`src/rtl/stopwatch_pkg.sv`:
```
// Shared types and field widths for the stopwatch control sequencer and datapath.
package stopwatch_pkg;

  // Run/pause FSM encoding; the numeric values are visible to the datapath and must not move.
  typedef enum logic [1:0] {
    IDLE  = 2'd0,
    RUN   = 2'd1,
    PAUSE = 2'd2
  } sw_state_t;

  // Counter field widths (seconds, minutes, hours).
  localparam int SEC_W  = 7;
  localparam int MIN_W  = 7;
  localparam int HOUR_W = 5;

endpackage

```
`src/rtl/sw_tick_prescaler.sv`:
```
// Divides clk down to a one-cycle count-enable pulse every TICK_DIV enabled cycles.
// The count is held while en is low, so sub-tick phase survives a pause; clr zeroes it.
module sw_tick_prescaler #(
  parameter int TICK_DIV = 50_000_000
) (
  input  logic clk,
  input  logic reset,
  input  logic en,
  input  logic clr,
  output logic tick
);

  localparam int CW = (TICK_DIV > 1) ? $clog2(TICK_DIV) : 1;
  localparam logic [CW-1:0] LAST = CW'(TICK_DIV - 1);

  logic [CW-1:0] cnt_reg;
  logic          tick_reg;

  // Phase counter and registered tick: tick fires the cycle after the count reaches LAST.
  always_ff @(posedge clk or posedge reset) begin
    if (reset) begin
      cnt_reg  <= '0;
      tick_reg <= 1'b0;
    end else begin
      tick_reg <= 1'b0;
      if (clr) begin
        cnt_reg <= '0;
      end else if (en) begin
        if (cnt_reg == LAST) begin
          cnt_reg  <= '0;
          tick_reg <= 1'b1;
        end else begin
          cnt_reg <= cnt_reg + 1'b1;
        end
      end
    end
  end

  assign tick = tick_reg;

endmodule

```
`src/rtl/stopwatch_seq_ctrl.sv`:
```
// Stopwatch control sequencer: turns synchronised button pulses into counter ticks,
// a sync clear and lap-register write strobes, and raises a sticky alarm indicator.
module stopwatch_seq_ctrl
  import stopwatch_pkg::*;
#(
  parameter int TICK_DIV  = 50_000_000,
  parameter int LAP_DEPTH = 4,
  parameter int AW        = 2
) (
  input  logic              clk,
  input  logic              reset,
  input  logic              btn_start_stop,
  input  logic              btn_lap,
  input  logic              btn_clear,
  input  logic              alarm_en,
  input  logic [SEC_W-1:0]  alarm_sec,
  input  logic [MIN_W-1:0]  alarm_min,
  input  logic [HOUR_W-1:0] alarm_hour,
  input  logic [SEC_W-1:0]  cur_sec,
  input  logic [MIN_W-1:0]  cur_min,
  input  logic [HOUR_W-1:0] cur_hour,
  output logic              tick_en,
  output logic              cnt_clear,
  output logic              lap_we,
  output logic [AW-1:0]     lap_addr,
  output logic              lap_full,
  output logic              running,
  output logic              ring
);

  localparam logic [AW:0] LAP_CNT_FULL = (AW + 1)'(LAP_DEPTH);

  sw_state_t     state_reg, state_next;
  logic [AW:0]   lap_cnt_reg;
  logic [AW-1:0] lap_addr_reg;
  logic          lap_we_reg;
  logic          cnt_clear_reg;
  logic          tick_d_reg;
  logic          ring_reg;

  logic presc_en;
  logic presc_tick;
  logic any_btn;
  logic clr_acc;
  logic ss_acc;
  logic lap_acc;
  logic lap_full_w;
  logic time_match;
  logic alarm_hit;

  // Button arbitration: clear beats start/stop beats lap; clear only counts outside RUN.
  assign any_btn    = btn_start_stop | btn_lap | btn_clear;
  assign lap_full_w = (lap_cnt_reg == LAP_CNT_FULL);
  assign clr_acc    = btn_clear & ((state_reg == IDLE) | (state_reg == PAUSE));
  assign ss_acc     = btn_start_stop & ~btn_clear;
  assign lap_acc    = btn_lap & ~btn_clear & ~btn_start_stop & ~lap_full_w &
                      ((state_reg == RUN) | (state_reg == PAUSE));

  // FSM state register.
  always_ff @(posedge clk or posedge reset) begin
    if (reset) state_reg <= IDLE;
    else       state_reg <= state_next;
  end

  // FSM next-state logic.
  always_comb begin
    state_next = state_reg;
    case (state_reg)
      IDLE:    if (ss_acc) state_next = RUN;
      RUN:     if (ss_acc) state_next = PAUSE;
      PAUSE: begin
        if (clr_acc)     state_next = IDLE;
        else if (ss_acc) state_next = RUN;
      end
      default: state_next = IDLE;
    endcase
  end

  // FSM outputs; the prescaler counts in every cycle that ends in RUN, which puts the
  // first tick exactly TICK_DIV cycles after the start pulse.
  always_comb begin
    running  = (state_reg == RUN);
    presc_en = (state_next == RUN);
  end

  sw_tick_prescaler #(
    .TICK_DIV (TICK_DIV)
  ) u_prescaler (
    .clk   (clk),
    .reset (reset),
    .en    (presc_en),
    .clr   (clr_acc),
    .tick  (presc_tick)
  );

  // Lap slot allocation: strobe the current slot the cycle after an accepted lap; no wrap.
  always_ff @(posedge clk or posedge reset) begin
    if (reset) begin
      lap_cnt_reg  <= '0;
      lap_addr_reg <= '0;
      lap_we_reg   <= 1'b0;
    end else if (clr_acc) begin
      lap_cnt_reg  <= '0;
      lap_addr_reg <= '0;
      lap_we_reg   <= 1'b0;
    end else begin
      lap_we_reg <= lap_acc;
      if (lap_acc) begin
        lap_addr_reg <= lap_cnt_reg[AW-1:0];
        lap_cnt_reg  <= lap_cnt_reg + 1'b1;
      end
    end
  end

  // Registered counter clear and one-cycle-delayed tick (counters hold the new time then).
  always_ff @(posedge clk or posedge reset) begin
    if (reset) begin
      cnt_clear_reg <= 1'b0;
      tick_d_reg    <= 1'b0;
    end else begin
      cnt_clear_reg <= clr_acc;
      tick_d_reg    <= presc_tick;
    end
  end

  // Alarm compares only right after a counter update, so a matching time rings once.
  assign time_match = (cur_hour == alarm_hour) && (cur_min == alarm_min) && (cur_sec == alarm_sec);
  assign alarm_hit  = tick_d_reg & alarm_en & (state_reg == RUN) & time_match;

  // Sticky ring: any button or disabling the alarm clears it, winning over a same-cycle hit.
  always_ff @(posedge clk or posedge reset) begin
    if (reset)                    ring_reg <= 1'b0;
    else if (any_btn | ~alarm_en) ring_reg <= 1'b0;
    else if (alarm_hit)           ring_reg <= 1'b1;
  end

  assign tick_en   = presc_tick;
  assign cnt_clear = cnt_clear_reg;
  assign lap_we    = lap_we_reg;
  assign lap_addr  = lap_addr_reg;
  assign lap_full  = lap_full_w;
  assign ring      = ring_reg;

endmodule

```
`config.mk`:
```
export PLATFORM = sky130hd
export DESIGN_NAME = stopwatch_seq_ctrl
export DESIGN_NICKNAME = d
export VERILOG_FILES = /design/src/rtl/stopwatch_pkg.sv /design/src/rtl/sw_tick_prescaler.sv /design/src/rtl/stopwatch_seq_ctrl.sv
export SDC_FILE = /design/constraint.sdc
export NUM_CORES = 1
export LEC_CHECK = 0
export CAP_MARGIN = 20
export CORE_MARGIN = 3
export CORE_UTILIZATION = 52
export CTS_CLUSTER_DIAMETER = 40
export DETAILED_ROUTE_END_ITERATION = 7
export GPL_ROUTABILITY_DRIVEN = 0
export GPL_TIMING_DRIVEN = 0
export PLACE_DENSITY = 0.82
export SLEW_MARGIN = 10
export SYNTH_ARGS = -nofsm -noshare
export SYNTH_HDL_FRONTEND = slang
export SYNTH_SLANG_ARGS = --single-unit
```
`constraint.sdc`:
```
create_clock -name clk -period 2.5 [get_ports clk]
set_input_delay 0.5 -clock clk [delete_from_list [all_inputs] [get_ports clk]]
set_output_delay 0.5 -clock clk [all_outputs]
set_load 0.005 [all_outputs]
```
After elaboration in Yosys (flattened, before gate mapping)

Index checks and enable logic that the tools add are counted.

Muxes and demuxes: 17
Add/subtract/negate cells: 2
Reductions and logical operators: 6
Equal/unequal tests: 8
Bitwise logic cells: 18

Operators by type and width:

| kind                                                | count |
|---|---|
| two-way mux 26 bit                                  | 3 |
| adder 26 x 1 -> 26 bit, second input constant       | 1 |
| equality test 26 bit, second input constant         | 1 |
| equality test 7 bit                                 | 2 |
| two-way mux 2 bit                                   | 5 |
| AND 1 bit                                           | 9 |
| two-way mux 1 bit                                   | 6 |
| two-way mux 3 bit                                   | 2 |
| one-hot mux 2 bit (3 select lines)                  | 1 |
| nonzero test 2 bit                                  | 3 |
| equality test 5 bit                                 | 1 |
| bitwise OR 1 bit                                    | 5 |
| equality test 2 x 1 -> 1 bit, second input constant | 2 |
| NOT 1 bit                                           | 4 |
| adder 3 x 1 -> 3 bit, second input constant         | 1 |
| equality test 3 bit, second input constant          | 1 |
| equality test 2 bit, second input constant          | 1 |
| logical AND 1 bit                                   | 2 |
| logical NOT 2 bit                                   | 1 |

Bits in registers: 38

Depth between registers and ports, before layout

Gate-level depths: netlist of the first run.

Depth in word-level cells: 8
Gate-level depth with buffers: 9

Cells and area by module

Synthesis of the first run repeated with hierarchy kept, for this count alone.

Cell total of the unflattened synthesis: 267
Area total of the unflattened synthesis: 2453.6 µm²

Modules (own cells, without submodules):

| module             | instances | area each (µm²) | cells each | seq. area each (µm²) |
|---|---|---|---|---|
| sw_tick_prescaler  | 1         | 1667.8          | 188        | 675.6 |
| stopwatch_seq_ctrl | 1         | 785.8           | 79         | 275.3 |

Worst setup path before layout of the first run

OpenSTA, ideal clock, no wires.

Path kind: register to register
Start: register u_prescaler.cnt_reg[0]
End: register u_prescaler.cnt_reg[20]
Buffers on the path: 0
Slack: 0.282 ns
Data arrival time: 2.136 ns
Setup time: 0.082 ns
Stages on the path, launching flop included: 7
Period minus slack after synthesis: 2.218 ns
Path through: dfrtp_1 ha_1 nand3_2 or4_4 or4_4 or3_1 o22ai_2

Cells in the longest elaborated chain, start to end: 4

RTL lines:

| what                                                                  | RTL line                                         | RTL |
|---|---|---|
| start, declared                                                       | sw_tick_prescaler.sv:16                          | `logic [CW-1:0] cnt_reg;` |
| start signal, assigned                                                | sw_tick_prescaler.sv:33                          | `cnt_reg <= cnt_reg + 1'b1;` |
| adder 26 x 1 -> 26 bit / equality test 26 bit (equally long branches) | sw_tick_prescaler.sv:33, sw_tick_prescaler.sv:29 |  |
| two-way mux 26 bit *                                                  | sw_tick_prescaler.sv:29                          | `if (cnt_reg == LAST) begin` |
| two-way mux 26 bit *                                                  | sw_tick_prescaler.sv:28                          | `end else if (en) begin` |
| two-way mux 26 bit *                                                  | sw_tick_prescaler.sv:26                          | `if (clr) begin` |

Mark *: on every way between the ends. The rest lies on a longest branch, timed or not. The select of a mux whose other input is x is not followed.
A chain may end at the register's enable or synchronous reset.

Final worst setup path of the first run

Same ends and word-level chain as after synthesis.

==> results.md, run 1 <==
* Die H at 76.1 um
* CP Launch Type: flop
* F_max at 421 MHz
* Slew @ Worst Pin at about 0.85 ns
* Top cells by count, synth: 38 x dfrtp_1, 29 x nand2_1, 20 x a21oi_1, 18 x nand4_1, 17 x xnor2_1
* Clk pwr share at 26.1%
* Reg2reg path depth at 6
* Req. time, crit path at approximately 2.7 ns
* Largest family of logic cells by synthesized area: simple AND/OR/NAND/NOR gates
* R2R Path End: u_prescaler.cnt_reg[20]
* Num ports at 52
* Routed Antenna Nets at 0
* Leak Pwr at 1.25 nW
* WHS Path Cells at 0
* Status: completed
* First-pass GRT wire length at 11,700 um
* Drt total wl at 7130 um
* Period minus WS final at 2.37 ns
* Post-synthesis instance total at approximately 280
* Syn-to-layout area delta at 28.9%
* Max Cap Violations at 0
* EDFF count, synth at 0
* Count of different cell masters after synthesis at between 40 and 50
* Worst Setup End Kind: flop
* Seq/Total Area, Yosys at 37.2%
* Synth async-reset ratio at 100%
* Max Clock Skew at 0.00365 ns
* Final worst setup slack at approximately 0.13 ns
* Netlist Area Pre-Place at roughly 0.0026 sq mm
* Reg-to-Reg Start: u_prescaler.cnt_reg[0]
* Dpl ws at -0.355 ns
* Initial Util at 56.3%
* Fin crit share at between 90 and 100%
* Count leader, synth: dfrtp_1
* WP data arrival at about 2.6 ns
* Register share of total power at 36.7%
* Total clock sinks at 38
* Grt total ovfl at 0
* Worst Hold Class: flop to flop
* Hpwl dp at 5180 um
* Core area at 0.00453 sq mm
* Worst vdd ir at around 0.00052 V
* Ys Warns at 0
* Synth Area per Inst at 9.00 sq um
* Simple-gate area share of the yosys netlist at 33.2%
* Drt drc at 0
* Initial DRC count at 203
* Power per standard cell area at 598 mW/mm^2
* Xor-xnor portion of the synthesized cell area at roughly 8.2%
* Adder-Cell Fraction of Synth Area at 3.43%
* Critical path type: flop to flop
* Pins over their slew limit at 0
* Total track usage at 24.5%
* NetSw at between 0.7 and 0.8 mW
* Hold Vio Cnt, Final at 0
* Die Width at between 70 and 80 um
* CTS buffer count at 5
* Largest net degree at the start of global routing at 39
* CTS tree: done
* ANT cells at 0
* Worst-path clk slew at 0.08 ns
* Synth Register Bits at 38
* Setup Viol. Count Final at 0
* Initial antenna violation count at 0
* CP Max Fanout at 8
* CTS hold repair buffers at 0
* Comb pwr share at approximately 37%
* Die Area at 0.00579 sq mm
* Reg2reg setup slack at around 0.13 ns
* Port buffer count at 51
* Post-synthesis mux area share at 0.784%
* Synth area leader: dfrtp_1
* Synth top area cells: dfrtp_1 37%, xnor2_1 5.8%, nand4_1 4.4%, nand2_1 4.3%, a21oi_1 3.9%
* Yosys top cell area share at 37.2%
* Main flop type after synthesis: dfrtp_1
* First-pass DRT Iterations at 7
* Sw frac at a little over a third
* Wire length per cell at 17.4 um
* Final Util at 72.6%
* RSZ-0062 raised after global routing: false
* Row count at 24
* Clk root buf: clkbuf_8
* Max reg flops at 26
* Synth Area in Compound Gates at 13.7%
* Worst skew pair latency at 0.29 ns
* Slew HR at 42.6%
* Hold Path Origin: u_prescaler.tick
* Vias per inst at 6.09
* Syn nets at 335
* FILL cells at 344
* Clock Tree Buf Depth at 2
* Layout cells sized above 1 at 10.4%
* Endpoint, Worst Hold: tick_d_reg
* CTS H-tree depth at 2
* Int Pwr at about 1.3 mW
* Vias in the first global route at 2,344
* Final nets at between 300 and 400
* Vias at between 2,000 and 2,500
-- cells by family (layout without fill, tap and decap cells) --
| kind of cell | Yosys count | in the layout |
|---|---|---|
| multiplexers | 2 | 2 |
| AO/OA/AOI/OAI | 54 | 54 |
| flip-flops | 38 | 38 |
| adder cells (fa/ha/maj) | 7 | 7 |
| XOR/XNOR | 24 | 24 |
| buffers and inverters | 18 | 79 |
| AND/OR/NAND/NOR | 141 | 141 |
-- layer usage --
| layer | vias to the layer above | part of all wire, % | GRT usage, % |
|---|---|---|---|
| met5 | - | 0 | 0 |
| met4 | 0 | 1.1 | 7.07 |
| met3 | 10 | 8.5 | 6.03 |
| met2 | 138 | 47 | 39.1 |
| met1 | 1171 | 44 | 33.3 |
| li1 | 1177 | - | - |
-- power by group through the flow --
stage | clock network (mW) | logic, mW | registers [mW]
CTS | 0.520 | 0.714 | 0.719
detailed placement | 0 | 0.706 | 0.731
floorplan | 0 | 0.439 | 0.720
global route | 0.548 | 0.802 | 0.733
finish | 0.514 | 0.733 | 0.723
global placement | 0 | 0.695 | 0.728
-- how the worst max path moves through the flow --
stage / from / end
after floorplan: u_prescaler.cnt_reg[0] / u_prescaler.cnt_reg[20]
after global placement: btn_clear / u_prescaler.cnt_reg[24]
after detailed placement: btn_clear / u_prescaler.cnt_reg[24]
after CTS: btn_clear / u_prescaler.cnt_reg[18]
after global routing: state_reg[0] / u_prescaler.cnt_reg[3]
final: u_prescaler.cnt_reg[0] / u_prescaler.cnt_reg[20]
-- through the flow --
step | instances | area [sq um] | total power, mW | hold slack [ns] | TNS (ns)
after floorplan | 284 | 2550 | 1.16 | 0.376 | 0
after global placement | 400 | 3150 | 1.42 | 0.372 | -3.73
after detailed placement | 400 | 3150 | 1.44 | 0.368 | -5.10
after CTS | 408 | 3260 | 1.95 | 0.385 | 0
after global routing | 410 | 3290 | 2.08 | 0.403 | 0
final | 410 | 3290 | 1.97 | 0.380 | 0
-- layout make-up --
type	instances	area, sq um	area share [%]
multi-input cells	228	1530	46.5
flip-flops and latches	38	953	29.0
repair buffers	54	533	16.2
well taps	65	81.3	2.47
clock buffers	5	68.8	2.09
plain buffers	8	52.6	1.60
clock inverters	3	40.0	1.22
inverters	9	33.8	1.03
-- critical path, cell delays in order, from the launching register on --
cell	delay, ns
dfrtp_2	0.43
ha_2	0.25
nand3_4	0.11
or4_4	0.56
or4_4	0.47
or3_1	0.35
o22ai_2	0.12
-- layout by cell type, fill, tap and decap left out, drive strengths merged, types with 11 or more instances in the layout --
cell type / count
a21oi: 20
and2: 11
clkbuf: 12
clkdlybuf4s50: 51
dfrtp: 38
nand2: 29
nand3: 14
nand4: 18
nor2: 11
nor4: 12
o21ai: 12
xnor2: 17
-- repair_timing --
item	in CTS	in global routing
buffers inserted	0	3
endpoints found under the hold margin	0	0
setup endpoints to repair	1	13
gates resized for setup	1	7
pin swaps	0	2
Power figures use the tool's default switching activity.
==> run 2: changes to the inputs <==
--- a/config.mk
+++ b/config.mk
@@ -12,7 +12,7 @@
 export DETAILED_ROUTE_END_ITERATION = 7
 export GPL_ROUTABILITY_DRIVEN = 0
 export GPL_TIMING_DRIVEN = 0
-export PLACE_DENSITY = 0.82
+export PLACE_DENSITY_LB_ADDON = 0.05
 export SLEW_MARGIN = 10
 export SYNTH_ARGS = -nofsm -noshare
 export SYNTH_HDL_FRONTEND = slang
==> run 2 against run 1 <==
Net effect:
- sequential share of layout area is 0.16 points higher
- non-clock buffer count is 2 lower
- first-iteration DRC count is 24% higher
- largest power group unchanged
==> results.md, run 2 (synthesized netlist as in run 1, its figures left out) <==
* CP Launch Type: flop (unchanged)
* F_max at 414 MHz (was 421 MHz)
* NetSw at 0.711 mW (was 0.718 mW)
* Routed Antenna Nets at 0 (unchanged)
* ANT cells at 0 (unchanged)
* CTS tree: done (unchanged)
* Slowest cell delay on critical path at 0.57 ns (was 0.56 ns)
* Reg-to-Reg Start: u_prescaler.cnt_reg[1] (was u_prescaler.cnt_reg[0])
* Drt total wl at 6870 um (was 7130 um)
* Worst Setup End Kind: flop (unchanged)
* Layout cells sized above 1 at 9.33% (was 10.4%)
* Max Clock Skew at 0.00863 ns (was 0.00365 ns)
* Clk root buf: clkbuf_8 (unchanged)
* DR WL met2 at 3070 um (was 3330 um)
* Num ports at 52 (unchanged)
* Slowest cell on the critical path: or4_4 (unchanged)
* Critical path depth at 6 (unchanged)
* Reg2reg setup slack at 0.08 ns (was 0.13 ns)
* Leak Pwr at 1.23 nW (was 1.25 nW)
* First-pass GRT wire length at 11,500 um (was 11,700 um)
* Reg2reg path depth at 6 (unchanged)
* Total track usage at 24.3% (was 24.5%)
* Total clock sinks at 38 (unchanged)
* WP data arrival at 2.64 ns (was 2.59 ns)
* Int Pwr at 1.25 mW (about the same)
* Req. time, crit path at 2.72 ns (was 2.71 ns)
* Grt total ovfl at 0 (unchanged)
* Power per standard cell area at 601 mW/mm^2 (was 598 mW/mm^2)
* Period minus WS final at 2.42 ns (was 2.37 ns)
* Largest net degree at the start of global routing at 39 (unchanged)
* Slew HR at 48.1% (was 42.6%)
* Drt drc at 0 (unchanged)
* CP Max Fanout at 7 (was 8)
* Fin crit share at 96.7% (was 95.0%)
* Crit-path cells: ha_2 -> nand3_2 -> or4_4 -> or4_4 -> or3_1 -> o22ai_2 (was ha_2 -> nand3_4 -> or4_4 -> or4_4 -> or3_1 -> o22ai_2)
* Final nets at 393 (was 395)
* CTS H-tree depth at 2 (unchanged)
* Vias at 2,481 (was 2,496)
* Clk pwr share at 26.4% (was 26.1%)
* CTS buffer count at 5 (unchanged)
* Hpwl dp at 5110 um (was 5180 um)
* Slew @ Worst Pin at 0.773 ns (was 0.854 ns)
* Die Width at 76.1 um (unchanged)
* Max Cap Violations at 0 (unchanged)
* Max reg flops at 26 (unchanged)
* Top layer in use: met4 (unchanged)
* Worst vdd ir at 0.000641 V (was 0.000517 V)
* Critical path type: flop to flop (unchanged)
* Die Area at 0.00579 sq mm (unchanged)
* Syn-to-layout area delta at 28.0% (was 28.9%)
* Comb pwr share at 36.9% (was 37.2%)
* Pins over their slew limit at 0 (unchanged)
* Worst-path clk slew at 0.08 ns (about the same)
* Wire length per cell at 16.8 um (was 17.4 um)
* Critical Path End: u_prescaler.cnt_reg[20] (unchanged)
* Worst Hold Class: flop to flop (unchanged)
* Row count at 24 (unchanged)
* DR WL met3 at 697 um (was 604 um)
* WP buf/inv at 0 (unchanged)
* Sw frac at 36.2% (was 36.4%)
* Register share of total power at 36.8% (was 36.7%)
* Initial DRC count at 251 (was 203)
* Vias in the first global route at 2,256 (was 2,344)
* Vias per inst at 6.08 (was 6.09)
* Layout Cells excl Fill at 408 (was 410)
* RSZ-0062 raised after global routing: true (was false)
* Setup Viol. Count Final at 0 (unchanged)
* M1 WL at 3040 um (was 3110 um)
* Crit path launch: u_prescaler.cnt_reg[1] (was u_prescaler.cnt_reg[0])
* Status: completed (unchanged)
* R2R Path End: u_prescaler.cnt_reg[20] (unchanged)
* CP delay by family, top: simple AND/OR/NAND/NOR gates (unchanged)
* Initial antenna violation count at 0 (unchanged)
* Power consumption at 1.96 mW (was 1.97 mW)
* Clock Tree Buf Depth at 2 (unchanged)
* Most frequent cells in the layout: 51 x clkdlybuf4s50_1, 37 x dfrtp_1, 28 x nand2_1 (was 51 x clkdlybuf4s50_1, 36 x dfrtp_1, 28 x nand2_1)
* Worst skew pair latency at 0.30 ns (was 0.29 ns)
* Initial Util at 56.3% (unchanged)
* DP Cell Count at 400 (unchanged)
* Most used cell, CP: or4_4 (unchanged)
* Core area at 0.00453 sq mm (unchanged)
* First-pass DRT Iterations at 5 (was 7)
* Hold Vio Cnt, Final at 0 (unchanged)
* Port buffer count at 51 (unchanged)
* Commonest non-fill, non-tap cell in the layout: clkdlybuf4s50_1 (unchanged)
* Die H at 76.1 um (unchanged)
## run 2: changes by cell type in the layout (fill, tap and decap cells not counted), sizes merged
cell,delta
clkinvlp,+1
buf,-2
clkbuf,+1
clkinv,-2
## run 2: how the worst min path moves through the flow
stage                     start          to  slack, ns  cells after the start
5_1_grt        u_prescaler.tick  tick_d_reg       0.39                      0
4_1_cts        u_prescaler.tick  tick_d_reg       0.38                      0
6_report       u_prescaler.tick  tick_d_reg       0.38                      0
3_3_place_gp   u_prescaler.tick  tick_d_reg       0.36                      0
3_5_place_dp   u_prescaler.tick  tick_d_reg       0.36                      0
2_1_floorplan  u_prescaler.tick  tick_d_reg       0.38                      0
## run 2: power groups by stage
stage / Combinational [mW] / Clock, mW / Sequential (mW)
floorplan: 0.439 / 0 / 0.720
global placement: 0.693 / 0 / 0.729
detailed placement: 0.709 / 0 / 0.730
CTS: 0.713 / 0.522 / 0.719
global route: 0.801 / 0.552 / 0.731
finish: 0.724 / 0.518 / 0.722
## run 2: cell type report
| type | count | area, sq um |
|---|---|---|
| buffer | 8 | 52.6 |
| clock buffer | 6 | 72.6 |
| clock inverter | 2 | 37.5 |
| fill | 356 | 1260 |
| inverter | 9 | 33.8 |
| multi-input combinational | 228 | 1520 |
| sequential | 38 | 952 |
| tap | 65 | 81.3 |
| timing repair buffer | 52 | 518 |
## run 2: through the flow
step / setup TNS, ns / util [%] / hold slack (ns) / instance area [sq um] / setup slack [ns]
5_1_grt: -0.0122 / 72.1 / 0.394 / 3270 / -0.0104
3_3_place_gp: -3.48 / 69.4 / 0.361 / 3150 / -0.253
4_1_cts: 0 / 71.9 / 0.384 / 3260 / 0.0310
2_1_floorplan: 0 / - / 0.376 / 2550 / 0.282
6_report: 0 / 72.1 / 0.380 / 3270 / 0.0826
3_5_place_dp: -4.29 / 69.4 / 0.362 / 3150 / -0.280
## run 2: repair_timing
action | 4_1_cts | 5_1_grt
buffers inserted | 0 | 1
endpoints found under the setup margin | 1 | 20
pin swaps | 0 | 1
gates resized for setup | 1 | 4
hold buffers | 0 | 0
## run 2: layer usage
metal / vias to the layer above / track usage, %
li1: 1176 / -
met1: 1152 / 35.1
met2: 146 / 37.1
met3: 7 / 5.79
met4: 0 / 5.80
met5: - / 0
## run 2: worst reg2reg max path: stages (launching register included)
cell and delay (ns):
dfrtp_1 0.44, ha_2 0.25, nand3_2 0.15, or4_4 0.57, or4_4 0.47, or3_1 0.34, o22ai_2 0.11
